`config.mk`:
```
export PLATFORM = sky130hd
export DESIGN_NAME = mdio_master_mc
export DESIGN_NICKNAME = d
export VERILOG_FILES = /design/src/rtl/mdio_master_mc.sv
export SDC_FILE = /design/constraint.sdc
export NUM_CORES = 1
export LEC_CHECK = 0
export CAP_MARGIN = 15
export CELL_PAD_IN_SITES_DETAIL_PLACEMENT = 0
export CELL_PAD_IN_SITES_GLOBAL_PLACEMENT = 1
export CORE_ASPECT_RATIO = 0.75
export CORE_MARGIN = 2
export CORE_UTILIZATION = 40
export DETAILED_ROUTE_END_ITERATION = 10
export PLACE_DENSITY_LB_ADDON = 0.1
export REMOVE_ABC_BUFFERS = 1
export SLEW_MARGIN = 0
export SYNTH_ARGS = -nofsm -noshare
export SYNTH_HDL_FRONTEND = slang
export SYNTH_SLANG_ARGS = --single-unit
```
`constraint.sdc`:
```
create_clock -name clk -period 6.01 [get_ports clk]
set_input_delay 1.202 -clock clk [delete_from_list [all_inputs] [get_ports clk]]
set_output_delay 1.202 -clock clk [all_outputs]
set_load 0.02 [all_outputs]
```
`src/rtl/mdio_master_mc.sv`:
```
// MDIO management master: Clause 22/45 frames, programmable MDC divider and preamble,
// split tristate pad interface and PHY-absent detection on reads.
module mdio_master_mc #(
    parameter int CLK_DIV      = 16,
    parameter int PREAMBLE_LEN = 32
) (
    input  logic        clk,
    input  logic        reset,
    input  logic        start,
    input  logic        clause45,
    input  logic [1:0]  op,
    input  logic [4:0]  phy_addr,
    input  logic [4:0]  reg_addr,
    input  logic [15:0] data_in,
    output logic [15:0] data_out,
    output logic        data_valid,
    output logic        rd_err,
    output logic        ready,
    output logic        mdc,
    output logic        mdio_o,
    output logic        mdio_oe,
    input  logic        mdio_i
);

    localparam logic [2:0] S_IDLE = 3'd0;
    localparam logic [2:0] S_PRE  = 3'd1;
    localparam logic [2:0] S_HDR  = 3'd2;
    localparam logic [2:0] S_TA   = 3'd3;
    localparam logic [2:0] S_DATA = 3'd4;

    localparam logic [7:0] DIV_LAST = 8'(CLK_DIV - 1);
    localparam logic [5:0] PRE_LAST = 6'((PREAMBLE_LEN > 0) ? PREAMBLE_LEN - 1 : 0);

    logic [2:0]  state;
    logic [7:0]  div;
    logic [5:0]  cnt;
    logic [31:0] shreg;
    logic        rd_op;
    logic        rx_bit;
    logic        wrap;
    logic [31:0] frame;
    logic        is_read;

    assign ready   = (state == S_IDLE);
    assign wrap    = (div == DIV_LAST);
    assign frame   = {(clause45 ? 2'b00 : 2'b01), op, phy_addr, reg_addr, 2'b10, data_in};
    assign is_read = clause45 ? op[1] : (op == 2'b10);

    // shreg is shared: TX bits leave at the MSB while RX bits enter at the LSB,
    // so after the last shift the low half holds the read data.
    always_ff @(posedge clk) begin
        if (reset) begin
            state      <= S_IDLE;
            div        <= '0;
            cnt        <= '0;
            shreg      <= '0;
            rd_op      <= 1'b0;
            rx_bit     <= 1'b0;
            mdc        <= 1'b0;
            mdio_o     <= 1'b1;
            mdio_oe    <= 1'b0;
            data_out   <= '0;
            data_valid <= 1'b0;
            rd_err     <= 1'b0;
        end else begin
            data_valid <= 1'b0;
            if (state == S_IDLE) begin
                div <= '0;
                mdc <= 1'b0;
                if (start) begin
                    shreg   <= frame;
                    rd_op   <= is_read;
                    mdio_oe <= 1'b1;
                    if (PREAMBLE_LEN > 0) begin
                        state  <= S_PRE;
                        cnt    <= PRE_LAST;
                        mdio_o <= 1'b1;
                    end else begin
                        state  <= S_HDR;
                        cnt    <= 6'd13;
                        mdio_o <= frame[31];
                    end
                end
            end else begin
                div <= wrap ? 8'd0 : div + 8'd1;
                if (wrap) mdc <= ~mdc;
                if (wrap && !mdc) rx_bit <= mdio_i;
                if (wrap && mdc) begin
                    if (state == S_PRE) begin
                        if (cnt == 6'd0) begin
                            state  <= S_HDR;
                            cnt    <= 6'd13;
                            mdio_o <= shreg[31];
                        end else begin
                            cnt <= cnt - 6'd1;
                        end
                    end else begin
                        shreg  <= {shreg[30:0], rx_bit};
                        mdio_o <= shreg[30];
                        if (cnt != 6'd0) begin
                            cnt <= cnt - 6'd1;
                        end else if (state == S_HDR) begin
                            state   <= S_TA;
                            cnt     <= 6'd1;
                            mdio_oe <= ~rd_op;
                        end else if (state == S_TA) begin
                            state <= S_DATA;
                            cnt   <= 6'd15;
                        end else begin
                            // final bit: shreg[15] is the second TA bit as seen on the wire
                            state   <= S_IDLE;
                            mdc     <= 1'b0;
                            mdio_o  <= 1'b1;
                            mdio_oe <= 1'b0;
                            if (rd_op) begin
                                data_out   <= {shreg[14:0], rx_bit};
                                data_valid <= 1'b1;
                                rd_err     <= shreg[15];
                            end
                        end
                    end
                end
            end
        end
    end

endmodule

```
==> flow_summary.json, run 1 <==
{
  "setup_tns_ps": 0,
  "cts_tree": "built",
  "postSynthAreaPerCell_um2": 9.080,
  "crit_family": "simple AND/OR/NAND/NOR gates",
  "ys_types": 50,
  "cts_resized": 0,
  "multiInputGateArea_um2": 1722,
  "cts_buffers": 9,
  "grt_usage_pct": 17.98,
  "power_density_nw_per_um2": 297.6,
  "area_growth_pct": 25.86,
  "worstSetupPathType": "in2reg",
  "yosysMostFrequentCell": "dfxtp_1",
  "top_layer": "met4",
  "clkTransAtPathRegs_ps": 60,
  "wl_met1_mm": 3.977,
  "die-area_um2": 9227,
  "wire_per_inst_um": 14.56,
  "yosys_warnings": 0,
  "final-setup-viol-count": 0,
  "syn-instance-count": 373,
  "synth_enable_flop_cells": 0,
  "ctsHoldBuffers": 0,
  "ys_ff_latch": 72,
  "cap_violations": 0,
  "period_minus_slack_ps": 3469,
  "max_slew.worst_pin.slew_ps": 815.9,
  "rows": 29,
  "hold_class": "reg2reg",
  "dr_wl_met3_um": 381,
  "ios": 55,
  "max_freq_mhz": 288.3,
  "r2r_setup_slack_ps": 2980,
  "drv_slew": 0,
  "port_buffers": 54,
  "crit_path_start_kind": "input pin",
  "holdWs_ps": 453.9,
  "grt_pass1_wl_mm": 12.81,
  "fin_nets": 453,
  "crit_chain": "clkdlybuf4s50_1, or4b_1, nand2_2, buf_4, nor2_1, a311oi_2",
  "worstPathRequired_ps": 6250,
  "ys.flop_type": "dfxtp_1",
  "fin_skew_ps": 4.416,
  "syn-cell-area_um2": 3387,
  "synth_area_leaders": "dfxtp_1 (43%), a311oi_2 (12%), nand2_1 (7.5%)",
  "antenna_found_initial": 0,
  "crit_arrival_ps": 3710,
  "post-cts-setup-buffer-count": 0,
  "fillCellCount": 817,
  "vias": 2743,
  "routed_wl_mm": 7.688,
  "p_leak_nw": 1.516,
  "via_per_inst": 5.195,
  "insertion_delay_ps": 330,
  "slew_headroom_pct": 45.61,
  "regArea_um2": 1441,
  "rsz0062_at_grt": "no",
  "yosys-top-cells-count": "dfxtp_1 (72), nand2_1 (68), nor2_1 (62)",
  "status": "finished clean",
  "initial_core_util_pct": 40.58,
  "cpMaxStageDelayCell": "or4b_1",
  "clock_sinks": 72,
  "dieWidth_um": 110.3,
  "grt_pass1_vias": 2544,
  "wl_met2_mm": 3.225,
  "root_buffer": "clkbuf_16",
  "yosys.area.top_type": "dfxtp_1",
  "worst_ir_drop_vdd_mv": 0.1798,
  "async_flop_share_pct": 0,
  "hold_violations": 0,
  "hpwl_mm": 4.983,
  "synth_top_area_share_pct": 42.56,
  "drc": 0,
  "h-tree-depth": 3,
  "clock_path_buffers": 2,
  "dr.pass1.iters": 4,
  "gp_congestion": 0.7847,
  "grt_start_max_net_pins": 41,
  "critPathMaxStageDelay_ps": 580,
  "drtAntennaViolNets": 0,
  "core_area_um2": 8346,
  "ys_seq_area_share_pct": 42.56,
  "die_y_um": 83.69,
  "drive_gt1_share_pct": 13.81,
  "cp_max_fo": 31,
  "crit_path_end_kind": "flop",
  "fin_crit_sh_pct": 57.72,
  "overflow": 0,
  "drt_iter0_drc": 127,
  "crit_buf_inv": 2,
  "diodes": 0
}
area by class of cell:
| type | count | area share [%] |
|---|---|---|
| Clock buffer | 10 | 5.606 |
| Inverter | 13 | 1.174 |
| Sequential cell | 72 | 33.81 |
| Timing Repair Buffer | 59 | 13.91 |
| Clock inverter | 6 | 1.937 |
| Multi-Input combinational cell | 260 | 40.39 |
| Tap cell | 108 | 3.170 |
path summary, 6_finish.rpt:
path	endpoint	from	depth (start not counted)
max	shreg[9]	start	6
min	div[0]	div[0]	1
max reg2reg	shreg[9]	div[5]	8
min reg2reg	div[0]	div[0]	1
cell families (layout without fill, tap and decap cells):
group                      after synthesis  in the layout  synth area share [%]
xor gates and xnor gates                 6              6                 1.552
DFF                                     72             72                 42.56
and+or+nand+nor                        158            158                 19.95
AOI/OAI and AO/OA                       71             71                 21.54
adders and majority gates                5              5                 1.847
muxes                                   20             20                 5.947
buffers and inverters                   41             88                 6.612
layout by cell type (no fill, tap or decap), types with 3 or more instances in the layout:
cell type	netlist	final
ha_1	5	5
inv_1	12	12
a311oi_1	4	4
or3_1	4	4
nor2b_1	3	3
xor2_1	3	3
mux2i_1	19	19
dfxtp_1	72	72
nand3_1	5	5
buf_4	2	4
a21oi_1	13	13
a311oi_2	28	28
nor2_1	62	62
xnor2_1	3	3
clkinv_2	1	4
clkdlybuf4s50_1	0	53
o21ai_0	4	4
clkbuf_16	0	9
nand2_1	68	68
through the flow:
stage                     power (mW)  utilization, %  setup WS (ps)  instances  instance area (um^2)
after CTS                      1.285           50.75           2551        527                  4235
after floorplan               0.6396               -           3064        345                  3213
after global placement        0.7056           46.90           2272        511                  3914
after global routing           1.327           51.08           2308        528                  4263
final                          1.268           51.08           2541        528                  4263
after detailed placement      0.7075           46.90           2195        511                  3914
per-layer routing:
metal	vias up	track usage, %
met4	0	5.795
met3	13	5.308
met2	55	24.37
met5	-	0
li1	1397	-
met1	1278	26.97
state kept, by name (all words and copies together), names as in the netlist:
register and cells:
div 8, mdio_oe 1, rd_err 1, state 3, data_out 16, rx_bit 1
mdio_o 1, shreg 32, mdc 1, rd_op 1, data_valid 1, cnt 6
report_power, final:
group	total [mW]	switching [mW]	internal, mW
Clock	0.572	0.200	0.372
Combinational	0.170	0.0987	0.0717
Sequential	0.526	0.0213	0.505
Total	1.27	0.320	0.949
(Power assumes the default switching activity.)
==> inputs of run 2 (changes only) <==
==> constraint.sdc (replaced) <==
create_clock -name clk -period 3.5 [get_ports clk]
set_input_delay 0.7 -clock clk [delete_from_list [all_inputs] [get_ports clk]]
set_output_delay 0.7 -clock clk [all_outputs]
set_load 0.02 [all_outputs]
==> run 2 against run 1 <==
Against the previous run: final cell count is 0.19% higher; clock power rose by 58%; register-to-register slack worse by 2000 ps; die area unchanged; combinational power is 75% higher; sequential share of layout area rose by 0.26 points; critical path depth fell by 3; wire length up 1.1%.
==> flow_summary.json, run 2 (synthesized netlist as in run 1, its figures left out) <==
{
  "status": "finished clean",
  "wl_met1_mm": 4.021,
  "drive_gt1_share_pct": 13.54,
  "hold_class": "reg2reg",
  "rows": 29,
  "clkTransAtPathRegs_ps": 60,
  "die-area_um2": 9227,
  "setup_tns_ps": 0,
  "fin_skew_ps": 5.053,
  "cap_violations": 0,
  "gp_congestion": 0.8410,
  "drc": 0,
  "top_layer": "met4",
  "ios": 55,
  "antenna_found_initial": 0,
  "cts_tree": "built",
  "post-cts-setup-buffer-count": 0,
  "regArea_um2": 1441,
  "dr_wl_met3_um": 466,
  "largest_registers": "shreg x32, data_out x16, div x8",
  "pre_cts_slack_ps": 782.6,
  "overflow": 0,
  "regMostFlops": "shreg",
  "h-tree-depth": 3,
  "cp_max_fo": 23,
  "max_slew.worst_pin.slew_ps": 653.7,
  "drv_slew": 0,
  "p_int_mw": 1.545,
  "period_minus_slack_ps": 2893,
  "dr.pass1.iters": 4,
  "fin_nets": 454,
  "crit_arrival_ps": 2190,
  "worst_ir_drop_vdd_mv": 0.2882,
  "ctsHoldBuffers": 0,
  "fin_util_pct": 50.69,
  "worstPathRequired_ps": 2800,
  "fillCellCount": 806,
  "pwr-share-seq_pct": 42.9,
  "drt_iter0_drc": 117,
  "setup_ws_ps": 606.8,
  "p_sw_uw": 559.7,
  "worstSetupPathType": "reg2out",
  "initial_core_util_pct": 40.58,
  "crit_path_end_kind": "output pin",
  "slew_headroom_pct": 56.42,
  "wl_met2_mm": 3.203,
  "die_y_um": 83.69,
  "clock_path_buffers": 2,
  "largest_reg_flops": 32,
  "hpwl_mm": 4.955,
  "rsz0062_at_grt": "no",
  "layout_common_cells": "dfxtp_1 (72), nand2_1 (68), nor2_1 (62)",
  "routed_wl_mm": 7.773,
  "clock_sinks": 72,
  "p_leak_nw": 1.501,
  "crit_path_start_kind": "flop",
  "cts_resized": 0,
  "grt_pass1_wl_mm": 12.88,
  "grt_usage_pct": 18.18,
  "final-setup-viol-count": 0,
  "grt_start_max_net_pins": 60,
  "holdWs_ps": 463.5,
  "area_growth_pct": 24.90,
  "clock_power_share_pct": 43.0,
  "root_buffer": "clkbuf_16",
  "dieWidth_um": 110.3,
  "cts_buffers": 9,
  "grt_pass1_vias": 2601,
  "hold_violations": 0,
  "fin_crit_sh_pct": 82.66,
  "diodes": 0,
  "multiInputGateArea_um2": 1722,
  "vias": 2725,
  "p_sw_share_pct": 26.59,
  "insertion_delay_ps": 340,
  "power_density_nw_per_um2": 497.5,
  "wire_per_inst_um": 14.69,
  "core_area_um2": 8346,
  "power_frac_comb_pct": 14.1,
  "layout.cells.most_common": "dfxtp_1",
  "max_freq_mhz": 345.6,
  "port_buffers": 54,
  "via_per_inst": 5.151,
  "drtAntennaViolNets": 0
}
[run 2: cell types whose count changed in the layout (fill, tap and decap cells not counted)]
cell,before,now
clkbuf_1,0,2
buf_12,0,1
buf_16,1,0
buf_4,4,5
bufinv_16,2,1
clkbuf_8,1,0
clkinv_2,4,3
inv_6,0,1
[run 2: metrics by stage]
step / power [mW] / instance area [um^2] / cells
detailed placement: 1.218 / 3941 / 513
global route: 2.212 / 4230 / 529
finish: 2.105 / 4230 / 529
CTS: 2.134 / 4230 / 529
floorplan: 1.098 / 3213 / 345
global placement: 1.216 / 3941 / 513
[run 2: power by group through the flow]
stage,Clock [mW],Sequential [mW],Combinational [mW]
2_1_floorplan,0,0.913,0.185
3_3_place_gp,0,0.920,0.297
3_5_place_dp,0,0.920,0.298
4_1_cts,0.931,0.902,0.300
5_1_grt,0.973,0.909,0.331
6_report,0.905,0.902,0.298
[run 2: layer usage]
| layer | vias up | GRT usage [%] |
|---|---|---|
| li1 | 1395 | - |
| met1 | 1266 | 25.69 |
| met2 | 56 | 25.60 |
| met3 | 8 | 7.338 |
| met4 | 0 | 4.773 |
| met5 | - | 0 |
[run 2: layout make-up]
cell class                 instances  area share (%)
multi-input combinational        260           40.70
sequential                        72           34.07
timing repair buffer              60           14.02
clock buffer                      11           5.501
tap                              108           3.194
clock inverter                     5           1.331
inverter                          13           1.183
[run 2: critical path, cell delays in order (launching register included)]
cell and delay [ps]:
dfxtp_1 420, or3_1 440, clkinv_2 310, clkdlybuf4s50_1 680
[run 2: final timing paths]
kind / from / endpoint / slack, ps / depth (start not counted)
hold / removal: shreg[16] / shreg[16] / 460 / 2
setup reg to reg: div[5] / mdio_o / 1000 / 7
setup / recovery: state[0] / ready / 610 / 3
hold reg to reg: shreg[16] / shreg[16] / 460 / 2
